==> config.mk <==
export PLATFORM = sky130hd
export DESIGN_NAME = path_merge_2way
export DESIGN_NICKNAME = d
export VERILOG_FILES = /design/src/rtl/path_merge_2way_pkg.sv /design/src/rtl/path_merge_2way_fifo.sv /design/src/rtl/path_merge_2way.sv
export SDC_FILE = /design/constraint.sdc
export NUM_CORES = 1
export LEC_CHECK = 0
export BUFFER_PORTS_ARGS = -buffer_cell sky130_fd_sc_hd__buf_2
export CORE_UTILIZATION = 48
export CTS_CLUSTER_DIAMETER = 120
export DETAILED_ROUTE_END_ITERATION = 10
export PLACE_DENSITY = 0.77
export SKIP_LAST_GASP = 1
export SLEW_MARGIN = 40
export SYNTH_ARGS = -nofsm -noshare
export SYNTH_HDL_FRONTEND = slang
export SYNTH_SLANG_ARGS = --single-unit
==> constraint.sdc <==
create_clock -name clk -period 2.5 [get_ports clk]
set_input_delay 0.5 -clock clk [delete_from_list [all_inputs] [get_ports clk]]
set_output_delay 0.5 -clock clk [all_outputs]
set_load 0.01 [all_outputs]
==> src/rtl/path_merge_2way_pkg.sv <==
// path_merge_2way_pkg: shared NoC geometry, dy field insertion and merge source ids
package path_merge_2way_pkg;
  localparam int NOC_DATA_WIDTH = 23;
  localparam int NOC_DY_MSB = 20;
  localparam int NOC_DY_LSB = 12;
  localparam int NOC_BUFFER_DEPTH = 4;
  typedef enum logic {SRC_THRU = 1'b0, SRC_LOCAL = 1'b1} src_e;
  function automatic int dy_width(input int msb, input int lsb);
    return msb - lsb + 1;
  endfunction
  function automatic int local_width(input int dw, input int msb, input int lsb);
    return dw - dy_width(msb, lsb);
  endfunction
  // Shift-based insert so an empty upper slice (DY_MSB at the top) needs no special case
  function automatic logic [63:0] insert_dy(input logic [63:0] pkt, input logic [63:0] dy,
                                            input int msb, input int lsb);
    return ((pkt >> lsb) << (msb + 1)) | (dy << lsb) | (pkt & ((64'd1 << lsb) - 64'd1));
  endfunction
endpackage

==> src/rtl/path_merge_2way_fifo.sv <==
// packet_fifo: synchronous FIFO with registered full flag; overflowing pushes are ignored
module packet_fifo #(
  parameter int WIDTH = 23,
  parameter int DEPTH = 4
) (
  input  logic             clk,
  input  logic             rst,
  input  logic             push_i,
  input  logic [WIDTH-1:0] din_i,
  input  logic             pop_i,
  output logic             full_o,
  output logic             empty_o,
  output logic [WIDTH-1:0] head_o
);
  localparam int AW = $clog2(DEPTH);
  logic [WIDTH-1:0] mem_q [DEPTH];
  logic [AW-1:0] wr_q, rd_q;
  logic [AW:0] cnt_q, cnt_d;
  logic full_q, do_push, do_pop;
  assign do_push = push_i && !full_q;
  assign do_pop = pop_i && !empty_o;
  assign cnt_d = cnt_q + (AW+1)'(do_push) - (AW+1)'(do_pop);
  assign empty_o = cnt_q == '0;
  assign full_o = full_q;
  assign head_o = mem_q[rd_q];
  always_ff @(posedge clk) begin
    if (rst) begin
      wr_q <= '0;
      rd_q <= '0;
      cnt_q <= '0;
      full_q <= 1'b0;
    end else begin
      wr_q <= do_push ? wr_q + AW'(1) : wr_q;
      rd_q <= do_pop ? rd_q + AW'(1) : rd_q;
      cnt_q <= cnt_d;
      full_q <= cnt_d == (AW+1)'(DEPTH);
    end
  end
  always_ff @(posedge clk) begin
    if (do_push) mem_q[wr_q] <= din_i;
  end
endmodule

==> src/rtl/path_merge_2way.sv <==
// path_merge_2way: merges through traffic with dy-tagged local injections into one
// registered output stream using a round-robin arbiter over two packet FIFOs
module path_merge_2way
  import path_merge_2way_pkg::*;
#(
  parameter int DATA_WIDTH = NOC_DATA_WIDTH,
  parameter int DY_MSB = NOC_DY_MSB,
  parameter int DY_LSB = NOC_DY_LSB,
  parameter int BUFFER_DEPTH = NOC_BUFFER_DEPTH,
  localparam int DY_W = dy_width(DY_MSB, DY_LSB),
  localparam int LOCAL_W = local_width(DATA_WIDTH, DY_MSB, DY_LSB)
) (
  input  logic                  clk,
  input  logic                  rst,
  input  logic [DATA_WIDTH-1:0] din_thru,
  input  logic                  wen_thru,
  output logic                  full_thru,
  input  logic [LOCAL_W-1:0]    din_local,
  input  logic [DY_W-1:0]       dy_local,
  input  logic                  wen_local,
  output logic                  full_local,
  output logic [DATA_WIDTH-1:0] dout,
  output logic                  wen_out,
  input  logic                  out_full,
  output logic                  err_overflow,
  output logic                  err_dy_zero
);
  logic [DATA_WIDTH-1:0] head_thru, head_local, local_pkt, dout_q;
  logic empty_thru, empty_local, grant, push_local, dy_zero, wen_q, err_ovf_q, err_dyz_q;
  src_e sel, rr_q, rr_d;
  assign dy_zero = dy_local == '0;
  assign push_local = wen_local && !dy_zero;
  assign local_pkt = DATA_WIDTH'(insert_dy(64'(din_local), 64'(dy_local), DY_MSB, DY_LSB));
  assign grant = !out_full && !(empty_thru && empty_local);
  assign sel = empty_thru ? SRC_LOCAL : (empty_local ? SRC_THRU : rr_q);
  assign rr_d = (sel == SRC_THRU) ? SRC_LOCAL : SRC_THRU;
  packet_fifo #(.WIDTH(DATA_WIDTH), .DEPTH(BUFFER_DEPTH)) u_thru (
    .clk(clk), .rst(rst), .push_i(wen_thru), .din_i(din_thru),
    .pop_i(grant && sel == SRC_THRU), .full_o(full_thru), .empty_o(empty_thru), .head_o(head_thru)
  );
  packet_fifo #(.WIDTH(DATA_WIDTH), .DEPTH(BUFFER_DEPTH)) u_local (
    .clk(clk), .rst(rst), .push_i(push_local), .din_i(local_pkt),
    .pop_i(grant && sel == SRC_LOCAL), .full_o(full_local), .empty_o(empty_local), .head_o(head_local)
  );
  always_ff @(posedge clk) begin
    if (rst) begin
      rr_q <= SRC_THRU;
      dout_q <= '0;
      wen_q <= 1'b0;
      err_ovf_q <= 1'b0;
      err_dyz_q <= 1'b0;
    end else begin
      wen_q <= grant;
      if (grant) begin
        dout_q <= (sel == SRC_LOCAL) ? head_local : head_thru;
        rr_q <= rr_d;
      end
      if ((wen_thru && full_thru) || (push_local && full_local)) err_ovf_q <= 1'b1;
      if (wen_local && dy_zero) err_dyz_q <= 1'b1;
    end
  end
  assign dout = dout_q;
  assign wen_out = wen_q;
  assign err_overflow = err_ovf_q;
  assign err_dy_zero = err_dyz_q;
endmodule

==> results of run 1 <==
==> critical path, delay by kind of cell (launching register included) <==
kind | cells | cell delay [ns]
AND/OR/NAND/NOR | 2 | 0.48
buffers and inverters | 1 | 0.04
AO/OA/AOI/OAI | 1 | 0.16
adder cells (fa/ha/maj) | 3 | 0.92
XOR/XNOR | 1 | 0.23
flip-flops | 1 | 0.34
==> state kept, by name (all words and copies together), names as in the netlist, 2 cells and up, named ones only <==
| signal | count |
|---|---|
| u_local.mem_q | 92 |
| u_thru.mem_q | 92 |
| dout | 23 |
| u_local.cnt_q | 3 |
| u_thru.cnt_q | 3 |
| u_local.rd_q | 2 |
| u_local.wr_q | 2 |
| u_thru.rd_q | 2 |
| u_thru.wr_q | 2 |
==> routing by layer <==
layer	GRT usage	vias to the layer above	wire length [um]
met3	0.0412	40	1000
met5	0	-	13
li1	-	1977	-
met1	0.244	2241	6630
met4	0.0655	2	500
met2	0.300	138	7940
==> layout make-up <==
type / count / area, sq um / area share
clock inverters: 11 / 103 / 0.0102
multi-input cells: 169 / 1950 / 0.194
inverters: 14 / 52.6 / 0.00523
diodes: 1 / 2.50 / 0.000249
well taps: 225 / 282 / 0.0280
flip-flops and latches: 231 / 6470 / 0.643
clock buffers: 30 / 612 / 0.0609
repair buffers: 102 / 583 / 0.0580
==> cell usage after synthesis, drive strengths merged <==
cell type / number
a211oi: 1
a21bo: 2
a21o: 1
a21oi: 7
a222oi: 22
a22oi: 1
a311oi: 1
a41oi: 1
and2: 8
buf: 13
clkbuf: 10
dfxtp: 47
edfxtp: 184
fa: 2
ha: 12
inv: 14
mux2i: 1
mux4: 46
nand2: 1
nand3: 2
nand3b: 2
nor2: 36
nor2b: 5
nor3: 3
nor4: 3
o211a: 1
o21ai: 1
or3: 2
xnor2: 8
==> power groups by stage <==
stage | registers (mW) | clock network, mW | logic, mW
6_report | 5.14 | 3.24 | 2.62
5_1_grt | 5.18 | 3.45 | 2.86
2_1_floorplan | 5.21 | 0 | 1.75
3_3_place_gp | 5.16 | 0 | 2.54
3_5_place_dp | 5.21 | 0 | 2.64
4_1_cts | 5.14 | 3.30 | 2.67
==> logic make-up after synthesis <==
logic type	after synthesis	share of synthesized area
fa+ha+maj	14	0.0221
simple gates	62	0.0345
xor+xnor	8	0.00816
buf+inv	37	0.0197
compound gates	38	0.0407
mux	47	0.122
flops	231	0.753
==> path summary, 6_finish.rpt <==
| check | start | end |
|---|---|---|
| worst max register to register | u_local.cnt_q[1] | u_local.full_o |
| worst min-delay path | din_thru[16] | u_thru.mem_q[1][16] |
| worst max-delay path | u_local.cnt_q[1] | u_local.full_o |
| worst min register to register | dout[21] | dout[21] |
==> results.txt, run 1 <==
----------------------------------------------------
[Status]
  Outcome ... complete, no violations

[STA]
  Fmax ... approximately 430 MHz
  Max-slew violation total from the final report ... 0
  Post-Route Setup TNS ... 0 ns
  Hold_ws ... 0.218 ns
  Share of the clock period used by the worst path after layout ... 0.923
  Transition time of the tightest slew-check pin ... approximately 0.78 ns
  Endpoints failing hold ... 0
  Worst Skew ... 0.00732 ns
  Minimum clock period after layout ... 2.31 ns
  Final setup violating endpoints ... 0
  Worst slew margin ... 0.482
  Unrepaired setup endpoints after global routing ... no
  Worst Setup Slack, final ... 0.191 ns

[Power and ir drop]
  Pwr per Cell Area ... 1090 nW/um^2
  Switch share ... 0.271
  Internal cell power ... about 8 mW
  Post-layout total power ... roughly 11 mW
  Logic gate share of total power ... 0.238
  Peak supply drop ... 0.653 mV
  Clock group share of total power ... 0.295
  Static leakage ... between 3 and 4 nW
  Sequential share of power ... 0.467
  Switching pwr ... 2.98 mW

[Synth]
  Area share of the largest cell type after synthesis ... 0.643
  Number of instances in the synthesized netlist ... 437
  Synthesized net count ... approximately 500
  Synth Warn # ... 0
  Netlist area before placement ... between 8000 and 9000 sq um
  Dominant cells by area after synthesis ... sky130_fd_sc_hd__edfxtp_1, sky130_fd_sc_hd__mux4_2, sky130_fd_sc_hd__dfxtp_1
  Yosys cell types ... 32
  Mean instance size in the synthesized netlist ... a little under 20 sq um
  Fraction of the yosys area taken by sequential cells ... 0.753
  Number of register bits inferred by synthesis ... roughly 230
  Post-synth top area cell ... sky130_fd_sc_hd__edfxtp_1

[Die]
  Vertical die dimension ... around 140 um
  Effective utilization at floorplan ... 0.495
  Site row count ... 48
  X dimension of the die ... 136 um
  Number of top-level pins ... 79
  Die area ... around 18,000 sq um
  Core Box Area ... around 17,000 sq um

[Clocking]
  Number of CTS-inserted buffers ... 23
  Clock tree buffer depth ... 3
  H-Tree Level Count ... 1
  Clock-pin slew of the registers on the worst-case setup and hold paths ... about 0.060 ns
  CTS hold repair buffers ... 0
  Number of post-CTS setup repair buffers ... 0
  TritonCTS Sinks ... 231
  Post-cts gate resize count ... 0
  Worst-skew pair later-pin latency ... about 0.49 ns
  Clock tree root buffer cell ... sky130_fd_sc_hd__clkbuf_16
  CTS tree ... built

[Place]
  Cell Count Post-Placement ... between 700 and 800
  GP Congestion ... 0.783
  Half-perimeter wire length after detailed placement ... 10,800 um
  Pre-CTS worst setup slack ... around 0.18 ns
  Buffers on Ports ... a little under 80
  Standard cell area after detailed placement ... about 9300 sq um

[Setup path]
  Most prevalent standard cell on the critical path ... sky130_fd_sc_hd__ha_1
  Worst-path fanout max ... 4
  Worst reg2reg setup slack ... around 0.19 ns
  Critical path launch point type ... flip-flop
  Critical path required time ... about 2.9 ns
  Count of cells along the worst register-to-register path ... 8
  Worst Setup End Kind ... flip-flop
  Peak per-stage delay on the critical path ... 0.42 ns
  Worst-path cell with the longest stage delay ... sky130_fd_sc_hd__fa_1
  Classification of the worst setup path ... flip-flop to flip-flop
  Worst EP arrival ... 2.67 ns
  CP cell instances ... or3_4 -> o211a_1 -> ha_1 -> inv_1 -> ha_1 -> fa_1 -> xnor2_1 -> nor4_1

[Global route]
  Pin count of the biggest net entering global routing ... 27
  Number of antenna violations at the first check in global routing ... 2
  Global-route wire length before repair ... around 25,000 um
  GR Util All Layers ... 0.184
  Global-route congestion overflow total ... 0
  Number of global-route vias before repair ... roughly 4,600

[Layout]
  Post-route insts no fill ... roughly 800
  Utilization after layout ... 0.579
  Most common library cell in the layout ignoring fill and taps ... sky130_fd_sc_hd__edfxtp_1
  Final design area excluding fillers ... around 10,000 sq um
  Fraction of final layout cells sized beyond drive strength 1 ... 0.334
  Layout-stage area growth over the synthesis result ... 17.1%
  Post-layout net count ... between 600 and 700
  Most used cells in the layout excluding fill and tap cells ... sky130_fd_sc_hd__edfxtp_1, sky130_fd_sc_hd__buf_2, sky130_fd_sc_hd__dfxtp_1
  FILL cells ... approximately 1,300

[Detailed routing]
  Post-route ant nets ... 0
  Number of detailed-routing iterations run before antenna repair ... 5
  Wire length per cell after detailed routing ... 20.5 um
  Drt initial violations ... 333
  Number of vias per cell after detailed routing ... 5.62
  Remaining design rule violation count ... 0
  Detailed-route wire length ... 16,100 um
  Routed vias ... 4,398

[Hold path]
  Class of the most critical hold timing path ... input port to flip-flop
  Min-Delay Path Depth ... 1

[Flow run]
  Max-cap violation count ... 0

----------------------------------------------------
(Power assumes the default switching activity.)
==> run 2: changes to the inputs <==
Settings changed: CORE_UTILIZATION 48 to 53, PLACE_DENSITY 0.77 to 0.8.
==> results.txt, run 2 (synthesis gave the netlist of run 1 again) <==
----------------------------------------------------
[STA]
  Final setup violating endpoints ... 0 (unchanged)
  Share of the clock period used by the worst path after layout ... 0.914 (-0.00976)
  Worst Setup Slack, final ... 0.216 ns (+0.0244 ns)
  Endpoints failing hold ... 0 (unchanged)
  Unrepaired setup endpoints after global routing ... no
  Transition time of the tightest slew-check pin ... 0.814 ns (+0.0371 ns)
  Minimum clock period after layout ... 2.28 ns (-0.0244 ns)
  Worst Skew ... 0.0192 ns (+0.0119 ns)
  Fmax ... 438 MHz (+1.1%)
  Worst slew margin ... 0.457 (-0.0247)
  Post-Route Setup TNS ... 0 ns (unchanged)
  Hold_ws ... 0.197 ns (-0.0212 ns)
  Max-slew violation total from the final report ... 0 (unchanged)

[Setup path]
  Classification of the worst setup path ... flip-flop to flip-flop
  Logic depth of the worst setup path including buffers ... 7 (-1)
  Critical path required time ... 2.91 ns (+0.04 ns)
  Worst Setup EP ... u_thru.full_o
  Worst Setup End Kind ... flip-flop
  Count of cells along the worst register-to-register path ... 7 (-1)
  Worst path buffer plus inverter count ... 1 (unchanged)
  Critical Path Start ... u_local.cnt_q[1]
  Reg2Reg Launch Point ... u_local.cnt_q[1]
  Reg-to-reg endpoint ... u_thru.full_o
  Peak per-stage delay on the critical path ... 0.42 ns (about the same)
  Most prevalent standard cell on the critical path ... sky130_fd_sc_hd__ha_1
  Worst EP arrival ... 2.69 ns (+0.02 ns)
  Cell family with the largest share of critical-path delay ... adder cells
  CP cell instances ... or3_4 -> a211oi_4 -> ha_1 -> inv_1 -> ha_1 -> fa_1 -> nor4_1
  Worst-path cell with the longest stage delay ... sky130_fd_sc_hd__fa_1
  Worst-path fanout max ... 4 (unchanged)
  Critical path launch point type ... flip-flop
  Worst reg2reg setup slack ... 0.22 ns (+0.02 ns)

[Global route]
  GR Util All Layers ... 0.200 (+0.0162)
  Number of antenna violations at the first check in global routing ... 0 (-2)
  Global-route wire length before repair ... 24,400 um (-3.2%)
  Global-route congestion overflow total ... 0 (unchanged)
  Number of global-route vias before repair ... 4,456 (-2.4%)
  Pin count of the biggest net entering global routing ... 46 (+70%)

[Status]
  Outcome ... complete, no violations

[Detailed routing]
  Number of vias per cell after detailed routing ... 5.65 (+0.63%)
  Wire length per cell after detailed routing ... 20.9 um (+1.7%)
  Remaining design rule violation count ... 0 (unchanged)
  Routed vias ... 4,369 (-0.66%)
  Detailed-route wire length ... 16,100 um (+0.37%)
  Drt initial violations ... 446 (+34%)
  Number of detailed-routing iterations run before antenna repair ... 6 (+1)
  Post-route ant nets ... 0 (unchanged)

[Clocking]
  TritonCTS Sinks ... 231 (unchanged)
  Clock tree root buffer cell ... sky130_fd_sc_hd__clkbuf_16
  Clock tree buffer depth ... 3 (unchanged)
  H-Tree Level Count ... 1 (unchanged)
  Post-cts gate resize count ... 0 (unchanged)
  Worst-skew pair later-pin latency ... 0.52 ns (+0.03 ns)
  CTS tree ... built
  CTS hold repair buffers ... 0 (unchanged)
  Clock-pin slew of the registers on the worst-case setup and hold paths ... 0.06 ns (about the same)
  Number of CTS-inserted buffers ... 23 (unchanged)
  Number of post-CTS setup repair buffers ... 0 (unchanged)

[Power and ir drop]
  Switch share ... 0.272 (+0.00130)
  Internal cell power ... 8.25 mW (+2.9%)
  Sequential share of power ... 0.453 (-0.014)
  Logic gate share of total power ... 0.235 (-0.003)
  Switching pwr ... 3.09 mW (+3.6%)
  Peak supply drop ... 0.557 mV (-15%)
  Pwr per Cell Area ... 1120 nW/um^2 (+2.5%)
  Clock group share of total power ... 0.313 (+0.018)
  Static leakage ... 3.54 nW (+0.65%)
  Post-layout total power ... 11.3 mW (+3.1%)

[Layout]
  Post-layout net count ... 605 (-0.17%)
  Most common library cell in the layout ignoring fill and taps ... sky130_fd_sc_hd__edfxtp_1
  Most used cells in the layout excluding fill and tap cells ... sky130_fd_sc_hd__edfxtp_1, sky130_fd_sc_hd__buf_2, sky130_fd_sc_hd__dfxtp_1
  FILL cells ... 1,080 (-15%)
  Final design area excluding fillers ... 10,100 sq um (+0.57%)
  Diodes inserted ... 0 (-1)
  Fraction of final layout cells sized beyond drive strength 1 ... 0.334 (unchanged)
  Layout-stage area growth over the synthesis result ... 17.7%
  Utilization after layout ... 0.639 (+0.0596)
  Post-route insts no fill ... 773 (-1.3%)

[Die]
  X dimension of the die ... 129 um (-4.8%)
  Effective utilization at floorplan ... 0.543 (+0.0478)
  Vertical die dimension ... 129 um (-4.8%)
  Core Box Area ... 15,800 sq um (-8.8%)
  Site row count ... 46 (-4.2%)
  Die area ... 16,700 sq um (-9.3%)
  Number of top-level pins ... 79 (unchanged)

[Flow run]
  Max-cap violation count ... 0 (unchanged)

[Place]
  Standard cell area after detailed placement ... 9320 sq um (-0.20%)
  Buffers on Ports ... 78 (unchanged)
  Cell Count Post-Placement ... 731 (-1.3%)
  Half-perimeter wire length after detailed placement ... 10,600 um (-2.3%)
  GP Congestion ... 0.773 (-1.2%)
  Pre-CTS worst setup slack ... 0.177 ns (-0.000247 ns)

[Hold path]
  Class of the most critical hold timing path ... input port to flip-flop
  Worst Hold Launch ... din_thru[6]

----------------------------------------------------
[run 2: worst min path at each step]
| stage | endpoint | cells after the start |
|---|---|---|
| after detailed placement | dout[21] | 2 |
| after global placement | dout[21] | 2 |
| after floorplan | dout[21] | 2 |
| after CTS | u_thru.mem_q[3][3] | 1 |
| after global routing | u_local.mem_q[3][6] | 1 |
| final | u_thru.mem_q[0][6] | 1 |
[run 2: worst register-to-register path, cell delays in order (launching register included)]
cell                       delay (ns)
sky130_fd_sc_hd__dfxtp_1         0.34
sky130_fd_sc_hd__or3_4           0.41
sky130_fd_sc_hd__a211oi_4        0.26
sky130_fd_sc_hd__ha_1            0.27
sky130_fd_sc_hd__inv_1           0.06
sky130_fd_sc_hd__ha_1            0.15
sky130_fd_sc_hd__fa_1            0.42
sky130_fd_sc_hd__nor4_1          0.27
[run 2: cell type report]
type,instances,area [sq um],share of cell area
flip-flops and latches,231,6470,0.640
multi-input cells,169,1950,0.193
clock buffers,30,612,0.0605
repair buffers,101,576,0.0569
well taps,216,270,0.0267
clock inverters,12,181,0.0179
inverters,14,52.6,0.00520
[run 2: layer usage]
layer,up-vias,wire length [um],share of wire,global-route usage
met2,142,8250,0.51,0.340
met5,-,0,0,0
met1,2210,6400,0.40,0.259
met4,0,565,0.035,0.0824
met3,45,935,0.058,0.0334
li1,1972,-,-,-
[run 2: power groups by stage]
| stage | clock network (mW) | logic [mW] | registers, mW |
|---|---|---|---|
| floorplan | 0 | 1.75 | 5.21 |
| global placement | 0 | 2.55 | 5.15 |
| detailed placement | 0 | 2.66 | 5.21 |
| CTS | 3.59 | 2.69 | 5.13 |
| global route | 3.73 | 2.89 | 5.19 |
| finish | 3.54 | 2.66 | 5.13 |
